**src/rtl/byte_serial_add_ctrl.sv**
```systemverilog
// byte_serial_add_ctrl: sequences multi-byte add/subtract through an external
// 8-bit ripple-carry adder, LSB byte first, chaining the carry in a register.
// Operands arrive on a valid/ready handshake; the assembled result, carry-out
// and signed overflow leave on a second valid/ready handshake.
module byte_serial_add_ctrl #(
   parameter int unsigned NBYTES = 4
) (
   input  logic                clk,
   input  logic                rst_n,
   input  logic                in_valid,
   output logic                in_ready,
   input  logic [8*NBYTES-1:0] op_a,
   input  logic [8*NBYTES-1:0] op_b,
   input  logic                cin,
   input  logic                sub,
   output logic [7:0]          add_a,
   output logic [7:0]          add_b,
   output logic                add_cin,
   input  logic [7:0]          add_sum,
   input  logic                add_cout,
   output logic                out_valid,
   input  logic                out_ready,
   output logic [8*NBYTES-1:0] result,
   output logic                cout,
   output logic                overflow
);

   localparam int unsigned W  = 8 * NBYTES;
   localparam int unsigned CW = $clog2(NBYTES);

   typedef enum logic [1:0] {
      IDLE = 2'd0,
      RUN  = 2'd1,
      DONE = 2'd2
   } state_t;

   state_t          state, state_nxt;
   logic [W-1:0]    a_sr, b_sr, res_r;
   logic            carry, cout_r, ovf_r;
   logic [CW-1:0]   cnt;
   logic            accept, last;

   // in_ready is held low while reset is asserted so every output reads 0 in reset
   assign in_ready  = (state == IDLE) && rst_n;
   assign accept    = in_valid && in_ready;
   assign last      = (cnt == CW'(NBYTES - 1));
   assign out_valid = (state == DONE);
   assign result    = res_r;
   assign cout      = cout_r;
   assign overflow  = ovf_r;

   // state register
   always_ff @(posedge clk or negedge rst_n) begin
      if (!rst_n) state <= IDLE;
      else        state <= state_nxt;
   end

   // next-state logic
   always_comb begin
      state_nxt = state;
      case (state)
         IDLE:    if (accept)    state_nxt = RUN;
         RUN:     if (last)      state_nxt = DONE;
         DONE:    if (out_ready) state_nxt = IDLE;
         default:                state_nxt = IDLE;
      endcase
   end

   // adder drive: low bytes of the shift registers during RUN, zero otherwise
   always_comb begin
      add_a   = '0;
      add_b   = '0;
      add_cin = 1'b0;
      if (state == RUN) begin
         add_a   = a_sr[7:0];
         add_b   = b_sr[7:0];
         add_cin = carry;
      end
   end

   // operand capture, byte shifting, carry chaining and result assembly
   always_ff @(posedge clk or negedge rst_n) begin
      if (!rst_n) begin
         a_sr   <= '0;
         b_sr   <= '0;
         res_r  <= '0;
         carry  <= 1'b0;
         cout_r <= 1'b0;
         ovf_r  <= 1'b0;
         cnt    <= '0;
      end else begin
         case (state)
            IDLE: begin
               if (accept) begin
                  a_sr  <= op_a;
                  b_sr  <= sub ? ~op_b : op_b;
                  carry <= sub | cin;
                  cnt   <= '0;
               end
            end
            RUN: begin
               carry <= add_cout;
               res_r <= {add_sum, res_r[W-1:8]};
               a_sr  <= a_sr >> 8;
               b_sr  <= b_sr >> 8;
               cnt   <= cnt + 1'b1;
               if (last) begin
                  cout_r <= add_cout;
                  ovf_r  <= (add_a[7] == add_b[7]) && (add_sum[7] != add_a[7]);
               end
            end
            default: ;
         endcase
      end
   end

endmodule

```
**config.mk**
```make
export PLATFORM = sky130hd
export DESIGN_NAME = byte_serial_add_ctrl
export DESIGN_NICKNAME = d
export VERILOG_FILES = /design/src/rtl/byte_serial_add_ctrl.sv
export SDC_FILE = /design/constraint.sdc
export NUM_CORES = 1
export LEC_CHECK = 0
export BUFFER_PORTS_ARGS = -buffer_cell sky130_fd_sc_hd__buf_2
export CAP_MARGIN = 20
export CORE_MARGIN = 1
export CORE_UTILIZATION = 35
export CTS_BUF_LIST = sky130_fd_sc_hd__clkbuf_8
export CTS_CLUSTER_DIAMETER = 200
export DETAILED_ROUTE_END_ITERATION = 8
export SETUP_SLACK_MARGIN = 0.15
export SLEW_MARGIN = 20
export SYNTH_ARGS = -nofsm -noshare
export SYNTH_HDL_FRONTEND = slang
export SYNTH_SLANG_ARGS = --single-unit
```
**constraint.sdc**
```tcl
create_clock -name clk -period 1.6 [get_ports clk]
set_input_delay 0.24 -clock clk [delete_from_list [all_inputs] [get_ports clk]]
set_output_delay 0.24 -clock clk [all_outputs]
set_load 0.01 [all_outputs]
```
# Yosys cells after proc, flatten, opt, wreduce, memory -nomap -nowiden
# Cells that the tools add are included.
[word_totals] register_bits=103 in_bits=79 output_inout_bits=53 word_cells=43
[classes] addsub=1 n_eq_ne=8 n_mux=16 n_bitwise=2 reduce_logical=8
[ops] cell="one-hot mux 32 bit (2 select lines)" count=2
[ops] cell="2-to-1 mux 32 bit" count=3
[ops] cell="inverter 32 bit" count=1
[ops] cell="2-to-1 mux 8 bit" count=2
[ops] cell="2-to-1 mux 2 bit" count=4
[ops] cell="one-hot mux 2 bit (3 select lines)" count=1
[ops] cell="== test 2 bit, second input constant" count=2
[ops] cell="inequality test 2 bit, second input constant" count=2
[ops] cell="one-hot mux 2 bit (2 select lines)" count=1
[ops] cell="AND reduction 2 bit" count=2
[ops] cell="logical AND 1 bit" count=3
[ops] cell="AND reduction 3 bit" count=1
[ops] cell="adder 2 x 1 -> 2 bit, second input constant" count=1
[ops] cell="== test 2 x 1 -> 1 bit, second input constant" count=1
[ops] cell="zero test 2 bit" count=1
[ops] cell="2-to-1 mux 1 bit" count=2
[ops] cell="inequality test 2 x 1 -> 1 bit, second input constant" count=1
[ops] cell="one-hot mux 1 bit (2 select lines)" count=1
[ops] cell="nonzero test 2 bit" count=1
[ops] cell="== test 1 bit" count=1
[ops] cell="inequality test 1 bit" count=1
[ops] cell="OR 1 bit" count=1

# Longest topological paths before layout
# Gate-level depths: netlist of the first run.
[depth] word_depth=5 depth_mapped=6 depth_no_buf=3

# Worst setup path after synthesis of the first run
# OpenSTA, ideal clock, no wires.
[synth_timing] kind="register to output" from="register state[1]" to="output port add_a[2]" arrival_time_ns=1.030 required_time_ns=1.360 setup_slack_ns=0.330 path_stages_with_launch=5 path_buffers=2 cell_sequence="dfrtp_1 > nor2b_1 > buf_2 > clkbuf_1 > and2_1"
[synth_via] elab_chain_cells=2
[synth_lines] element="start: declaration" line="37" text="state_t state, state_nxt;"
[synth_lines] element="start signal: assignment" line="55" text="else state <= state_nxt;"
[synth_lines] element="== test 2 x 1 -> 1 bit" line="74" text="if (state == RUN) begin"
[synth_lines] element="2-to-1 mux 8 bit" line="74"
[synth_lines] element="end: declaration" line="16" text="output logic [7:0] add_a,"
# Every way passes these cells.

# Worst setup path after layout of the first run
[layout_timing] from="register state[1]" to="register b_sr[24]"
[layout_via] elab_chain_cells=5 word_cells_on_any_way=8 cone_classes="eq/ne: 2; mux: 1; reduce/logical: 5"
[layout_lines] element="zero test 2 bit" line="44, 92"
[layout_lines] element="logical AND 1 bit" line="44" text="assign in_ready = (state == IDLE) && rst_n;"
[layout_lines] element="logical AND 1 bit" line="45" text="assign accept = in_valid && in_ready;"
[layout_lines] element="inequality test 2 bit (no source line)"
[layout_lines] element="AND reduction 2 bit (no source line)"
[layout_lines] element="end signal: assignment" line="96" text="b_sr <= sub ? ~op_b : op_b;"
[layout_lines] element="end signal: assignment" line="105" text="b_sr <= b_sr >> 8;"
[layout_lines] element="end: declaration" line="38" text="logic [W-1:0] a_sr, b_sr, res_r;"
# Parallel ways exist; a longest one is shown, timed or not.
# A chain may end at the register's enable or synchronous reset.

==> results of run 1 <==
==> cell usage after synthesis, drive strengths merged <==
| cell type | number | area share (%) |
|---|---|---|
| nand4bb | 1 | 0.24 |
| o211ai | 24 | 3.8 |
| nor3b | 1 | 0.16 |
| clkbuf | 10 | 0.80 |
| and4bb | 1 | 0.27 |
| a21oi | 8 | 0.85 |
| and2 | 17 | 2.3 |
| xnor2 | 32 | 6.0 |
| ha | 1 | 0.27 |
| buf | 30 | 3.4 |
| nand3 | 74 | 7.9 |
| inv | 1 | 0.080 |
| o21ai | 3 | 0.32 |
| nor2b | 1 | 0.13 |
| nor3 | 3 | 0.32 |
| mux2 | 2 | 0.48 |
| nor2 | 9 | 0.72 |
| nand2 | 188 | 15 |
| nand2b | 3 | 0.40 |
| dfrtp | 103 | 55 |
| a211oi | 8 | 1.8 |
| o22ai | 1 | 0.13 |
==> placed cells by master, fill, tap and decap left out, types with 5 or more instances in the layout <==
cell	Yosys	layout
a21oi_2	0	5
dfrtp_1	103	101
nor2_1	9	9
clkbuf_8	0	12
buf_2	21	127
a211oi_2	5	5
buf_6	0	8
nand3_1	74	74
and2_1	17	14
nand2_1	188	169
buf_12	0	9
xnor2_1	32	32
nand2_2	0	17
buf_4	6	18
o211ai_1	24	24
==> final cells by class <==
class                           instances  share of cell area, %
Timing Repair Buffer                  169                   19.0
Clock buffer                           12                   2.62
Inverter                                1                 0.0595
Multi-Input combinational cell        378                   32.9
Tap cell                              176                   3.49
Sequential cell                       103                   40.9
Clock inverter                          3                   1.03
==> worst max-delay path: cells and delay by family, from the launching register on <==
family | cells | cell delay [ps]
compound gates | 1 | 150
flops | 1 | 440
simple gates | 2 | 500
buf+inv | 3 | 490
==> final timing paths <==
check,startpoint,end,slack (ps)
max,state[1]$_DFFE_PN0P_,b_sr[24]$_DFFE_PN0P_,-60
min,rst_n,result[19]$_DFFE_PN0P_,6
max reg2reg,state[1]$_DFFE_PN0P_,b_sr[24]$_DFFE_PN0P_,-60
min reg2reg,result[3]$_DFFE_PN0P_,result[3]$_DFFE_PN0P_,480
max in group asynchronous,rst_n,state[1]$_DFFE_PN0P_,990
min in group clk,add_sum[1],result[25]$_DFFE_PN0P_,70
==> repair_timing <==
action                                  in CTS  in global routing
setup buffers                               12                  5
endpoints found under the setup margin      19                101
pin swaps                                   14                  2
gates cloned                                 2                  5
gates resized for setup                     36                  9
endpoints found under the hold margin        4                  0
hold buffers                                 1                  0
==> through the flow <==
| step | utilization [%] | total power [uW] | hold slack (ps) |
|---|---|---|---|
| 2_1_floorplan | - | 7280 | -55.6 |
| 3_3_place_gp | 42.7 | 8860 | 77.6 |
| 3_5_place_dp | 42.7 | 9030 | 79.4 |
| 4_1_cts | 46.6 | 11600 | 21.8 |
| 5_1_grt | 47.8 | 12600 | 41.4 |
| 6_report | 47.8 | 11700 | 5.76 |
==> flip-flops by register name, indices dropped and copies added, names as in the netlist <==
register,count
b_sr,32
state,2
cnt,2
carry,1
cout,1
overflow,1
result,32
a_sr,32
==> power by group <==
group | internal [uW] | switching (uW) | total, uW
clock network | 999 | 850 | 1850
logic | 2520 | 2940 | 5470
registers | 3730 | 674 | 4400
==> layer usage <==
metal	vias to the layer above	share of wire [%]
met3	12	4.7
met5	-	0
met2	124	46
met1	1906	48
met4	0	1.1
li1	1986	-
==> logic make-up (layout without fill, tap and decap cells) <==
group	count (synthesis)	count (layout)	share of synthesized area, %
AO/OA/AOI/OAI	44	44	6.93
XOR/XNOR	32	32	5.95
adder cells (fa/ha/maj)	1	1	0.266
buffers and inverters	41	185	4.30
flip-flops	103	103	54.7
multiplexers	2	2	0.478
AND/OR/NAND/NOR	298	299	27.3
==> impl_metrics.sql, run 1 <==
INSERT INTO impl_metrics (metric_group, metric, value, unit) VALUES
('cells_and_area', 'flow.area_growth_from_synthesis', '34.0', '%'),
('cells_and_area', 'area_of_all_sequential_standard_cells', '2580', 'um^2'),
('sta', 'least_setup_slack_across_all_paths_after_layout', '-63.2', 'ps'),
('logic_synthesis', 'ys_types', '25', ''),
('logic_synthesis', 'syn-cell-area', '4710', 'um^2'),
('grt', 'met1_usage', '25.2', '%'),
('logic_synthesis', 'postSynthRegisterBits', '103', ''),
('grt', 'largest_net_degree_at_the_start_of_global_routing', '100', ''),
('drt', 'num_vias', '4028', ''),
('sta', 'grt_setup_unrepaired', 'true', ''),
('setup_path', 'setup.worst_path.end_class', 'flip-flop', ''),
('sta', 'post_route_skew', '12.3', 'ps'),
('cts', 'clk_pin_slew_worst_paths', '90', 'ps'),
('logic_synthesis', 'synth.yosys.warnings', '0', ''),
('logic_synthesis', 'post_synth.cell_area_avg', '9.04', 'um^2'),
('setup_path', 'path_cells', 'buf_4, buf_4, and4bb_4, clkbuf_16, nor2_1, a211oi_2', ''),
('floorplanning', 'floorplan_die_height', '118', 'um'),
('floorplanning', 'die_w', '118', 'um'),
('sta', 'worstMarginPinSlew', '525', 'ps'),
('floorplanning', 'num_rows', '42', ''),
('logic_synthesis', 'synth_fp_nets', '601', ''),
('floorplanning', 'core_area', '13200', 'um^2'),
('drt', 'post-route-drc-count', '0', ''),
('sta', 'slew_headroom', '65.0', '%'),
('hold_path', 'timing.hold.worst.class', 'primary input to async pin', ''),
('placement', 'port_buffers', '131', ''),
('setup_path', 'worstPathArrival', '1940', 'ps'),
('grt', 'top_usage_layer', 'met2', ''),
('cts', 'cts_max_path_buffers', '2', ''),
('floorplanning', 'top_level_ports', '132', ''),
('cells_and_area', 'multi_input_area', '2080', 'um^2'),
('setup_path', 'cp_data_required_time', '1880', 'ps'),
('cells_and_area', 'finish.cell_count_without_fillers', '842', ''),
('cts', 'tritoncts', 'built', ''),
('grt', 'antenna_found_initial', '0', ''),
('placement', 'final_estimated_routing_congestion_in_global_placement', '0.782', ''),
('setup_path', 'critPathSlowestCell', 'and4bb_4', ''),
('grt', 'grt_util_met2', '26.9', '%'),
('pwr', 'max-vdd-ir-drop', '673', 'uV'),
('drt', 'drt.antenna.violating_nets', '0', ''),
('setup_path', 'critPathKind', 'flip-flop to flip-flop', ''),
('floorplanning', 'floorplan.initialDensity', '35.7', '%'),
('placement', 'placed_cell_area', '5640', 'um^2'),
('grt', 'grt.overflow.total', '0', ''),
('drt', 'wire_per_inst', '14.4', 'um'),
('sta', 'final_min_period_over_clock_period', '104', '%'),
('floorplanning', 'die_area', '13900', 'um^2'),
('setup_path', 'reg2reg_depth', '6', ''),
('grt', 'grt_use_total', '17.3', '%'),
('cells_and_area', 'num-nets-final', '742', ''),
('cts', 'cts-buffers-inserted', '9', ''),
('sta', 'timing.final.hold_violations', '0', ''),
('status', 'result_of_the_run', 'finished, violations left', ''),
('cts', 'worstSkewPairLatency', '360', 'ps'),
('drt', 'first_iter_violations', '277', ''),
('cells_and_area', 'antenna_cells_inserted', '0', ''),
('drt', 'totalWireLength', '12100', 'um'),
('cts', 'root_buffer', 'clkbuf_8', ''),
('setup_path', 'worstPathMaxFanout', '8', ''),
('pwr', 'leakagePower', '0.00312', 'uW'),
('setup_path', 'critical_path.startpoint_type', 'flip-flop', ''),
('sta', 'final_period_minus_worst_setup_slack', '1660', 'ps'),
('logic_synthesis', 'seq_area_frac_synth', '54.7', '%'),
('status', 'violations_in_the_final_reports', 'setup timing', ''),
('drt', 'detailedRoute.firstPassIterationCount', '7', ''),
('setup_path', 'cp_slowest_stage_delay', '450', 'ps'),
('cts', 'cts_htree_levels', '3', ''),
('setup_path', 'crit_path_frequent_cell', 'buf_4', ''),
('sta', 'final.setup.tns', '-634', 'ps'),
('sta', 'setup-violations-final', '25', ''),
('grt', 'number_of_global_route_vias_before_repair', '3818', '');
No activity file was read; power rests on OpenSTA's default activity.
==> run 2, diff against run 1 <==
- CELL_PAD_IN_SITES_DETAIL_PLACEMENT: not set -> 0
- CELL_PAD_IN_SITES_GLOBAL_PLACEMENT: not set -> 2
- CORE_UTILIZATION: 35 -> 32
- CTS_CLUSTER_SIZE: not set -> 28
- PLACE_DENSITY_LB_ADDON: not set -> 0.1
==> run 2 against run 1 <==
The flow still finishes with violations (setup timing). Register-to-register slack better by 100 ps. Utilization down 1.5 points. Routed wire length up 15%. Cell area up 3.5%. Cell count up 1.4%. First-iteration DRC count down 1.1%. Combinational power up 16%. Critical path depth down 1. Via count up 1.2%.
==> impl_metrics.sql, run 2 (synthesis results as in run 1) <==
INSERT INTO impl_metrics (metric_group, metric, value, unit) VALUES
('sta', 'maxSlewViolCount', '0', ''),
('sta', 'final_min_period_over_clock_period', '109', '%'),
('cells_and_area', 'fillCellCount', '1395', ''),
('pwr', 'power-per-cell-area', '1870', 'nW/um^2'),
('placement', 'place_inst', '809', ''),
('drt', 'num_vias', '4077', ''),
('sta', 'slew_headroom', '71.9', '%'),
('grt', 'grt_use_total', '17.9', '%'),
('drt', 'first_iter_violations', '274', ''),
('grt', 'antenna_found_initial', '0', ''),
('sta', 'least_setup_slack_across_all_paths_after_layout', '-147', 'ps'),
('drt', 'drt.antenna.violating_nets', '0', ''),
('flow_run', 'cap_violations', '0', ''),
('placement', 'final_estimated_routing_congestion_in_global_placement', '0.727', ''),
('sta', 'setup-violations-final', '17', ''),
('cts', 'cts-buffers-inserted', '9', ''),
('cts', 'tritoncts', 'built', ''),
('hold_path', 'timing.hold.worst.class', 'primary input to flip-flop', ''),
('setup_path', 'critPathKind', 'flip-flop to primary output', ''),
('status', 'violations_in_the_final_reports', 'setup timing', ''),
('pwr', 'leakagePower', '0.00322', 'uW'),
('placement', 'post-dp-hpwl', '8370', 'um'),
('floorplanning', 'core_area', '14100', 'um^2'),
('cts', 'worstSkewPairLatency', '380', 'ps'),
('setup_path', 'worstReg2RegEnd', 'a_sr[16]$_DFFE_PN0P_', ''),
('setup_path', 'ff2ff_setup_slack', '40', 'ps'),
('setup_path', 'setup.worst_path.end_class', 'primary output', ''),
('cells_and_area', 'finish.cell_count_without_fillers', '854', ''),
('cells_and_area', 'multi_input_area', '2040', 'um^2'),
('drt', 'wire_per_inst', '16.3', 'um'),
('sta', 'grt_setup_unrepaired', 'true', ''),
('cts', 'root_buffer', 'clkbuf_8', ''),
('cts', 'cts_max_path_buffers', '2', ''),
('cells_and_area', 'drive_above_1_share', '32.9', '%'),
('drt', 'post-route-drc-count', '0', ''),
('drt', 'totalWireLength', '13900', 'um'),
('floorplanning', 'top_level_ports', '132', ''),
('placement', 'port_buffers', '131', ''),
('sta', 'timing.fmax', '0.572', 'GHz'),
('sta', 'timing.final.hold_violations', '0', ''),
('drt', 'vias_per_cell', '4.77', ''),
('drt', 'detailedRoute.firstPassIterationCount', '4', ''),
('grt', 'global_route_wire_length_before_repair', '20400', 'um'),
('grt', 'largest_net_degree_at_the_start_of_global_routing', '74', ''),
('floorplanning', 'num_rows', '43', ''),
('sta', 'final_period_minus_worst_setup_slack', '1750', 'ps'),
('setup_path', 'endpoint', 'add_a[5]', ''),
('setup_path', 'rr_startpoint', 'state[1]$_DFFE_PN0P_', ''),
('setup_path', 'worstPathArrival', '1510', 'ps'),
('cells_and_area', 'antenna_cells_inserted', '0', ''),
('setup_path', 'critical_path.startpoint_type', 'flip-flop', ''),
('sta', 'post_route_skew', '6.49', 'ps'),
('cells_and_area', 'flow.area_growth_from_synthesis', '38.8', '%'),
('setup_path', 'cp_data_required_time', '1360', 'ps'),
('pwr', 'max-vdd-ir-drop', '683', 'uV'),
('floorplanning', 'floorplan_die_height', '123', 'um'),
('cells_and_area', 'most-common-layout-cells', '186 x nand2_1, 117 x buf_2, 101 x dfrtp_1', ''),
('cts', 'cts_htree_levels', '3', ''),
('grt', 'number_of_global_route_vias_before_repair', '3868', ''),
('cells_and_area', 'num-nets-final', '750', ''),
('cts', 'clk_pin_slew_worst_paths', '90', 'ps'),
('floorplanning', 'die_w', '123', 'um'),
('cells_and_area', 'most_common_cell_after_layout_fill_and_taps_aside', 'nand2_1', ''),
('placement', 'post-place-ws', '105', 'ps'),
('sta', 'worstMarginPinSlew', '422', 'ps'),
('setup_path', 'timing.critical_path.from', 'state[1]$_DFFE_PN0P_', ''),
('setup_path', 'reg2reg_depth', '6', ''),
('floorplanning', 'die_area', '15200', 'um^2'),
('status', 'result_of_the_run', 'finished, violations left', ''),
('floorplanning', 'floorplan.initialDensity', '33.4', '%'),
('grt', 'grt.overflow.total', '0', ''),
('cts', 'clkSinkCount', '103', ''),
('cells_and_area', 'area_of_all_sequential_standard_cells', '2580', 'um^2'),
('setup_path', 'worstPathMaxFanout', '6', '');
[run 2: cell types whose count changed in the layout (fill, tap and decap cells not counted), moves of 4 or more]
| cell | before | now |
|---|---|---|
| and2_1 | 14 | 6 |
| and2_4 | 3 | 11 |
| buf_12 | 9 | 13 |
| buf_2 | 127 | 117 |
| buf_4 | 18 | 10 |
| buf_6 | 8 | 24 |
| clkbuf_16 | 3 | 8 |
| nand2_1 | 169 | 186 |
| nand2_2 | 17 | 1 |
[run 2: where the power goes]
group / switching (uW) / internal (uW)
combinational: 3190 / 3140
clock: 865 / 671
sequential: 663 / 3730
[run 2: through the flow]
| stage | instance area, um^2 | total power [uW] | hold slack, ps | TNS (ps) | utilization, % |
|---|---|---|---|---|---|
| final | 6540 | 12300 | 47.8 | -2060 | 46.4 |
| after global routing | 6540 | 13200 | 25.4 | -3380 | 46.4 |
| after CTS | 6060 | 11500 | 24.7 | -2120 | 43.0 |
| after detailed placement | 5670 | 9200 | 71.9 | 0 | 40.2 |
| after global placement | 5670 | 9120 | 71.8 | 0 | 40.2 |
| after floorplan | 4710 | 7280 | -55.6 | 0 | - |
[run 2: area by class of cell]
cell class / instances / share of cell area (%)
repair buffers: 178 / 23.1
inverters: 1 / 0.0574
clock inverters: 3 / 0.172
clock buffers: 12 / 2.53
multi-input cells: 377 / 31.3
well taps: 180 / 3.45
flip-flops and latches: 103 / 39.5
[run 2: worst min path at each step]
| stage | start | end | slack [ps] | cells after the start |
|---|---|---|---|---|
| 2_1_floorplan | rst_n | a_sr[0]$_DFFE_PN0P_ | -60 | 0 |
| 3_3_place_gp | rst_n | overflow$_DFFE_PN0P_ | 70 | 1 |
| 3_5_place_dp | rst_n | overflow$_DFFE_PN0P_ | 70 | 1 |
| 4_1_cts | add_sum[6] | result[30]$_DFFE_PN0P_ | 20 | 3 |
| 5_1_grt | add_sum[6] | result[30]$_DFFE_PN0P_ | 30 | 3 |
| 6_report | add_sum[6] | result[30]$_DFFE_PN0P_ | 50 | 3 |
[run 2: worst max-delay path, cell delays in order (launching register included)]
cell and delay (ps):
dfrtp_2 430, nor2b_4 180, buf_12 150, clkbuf_16 140, and2_4 140, buf_6 90
[run 2: routing by layer]
layer	up-vias	track usage [%]	wire [um]
li1	2016	-	-
met1	1952	25.4	6740
met2	100	27.5	6360
met3	9	4.47	674
met4	0	3.84	157
met5	-	0	0
[run 2: what timing repair did]
action	in CTS	in global routing
resized for setup	20	44
buffers inserted	9	9
pin swaps	5	15
hold buffers	1	0
endpoints found under the hold margin	103	0
endpoints found under the setup margin	32	102
gates cloned	2	9
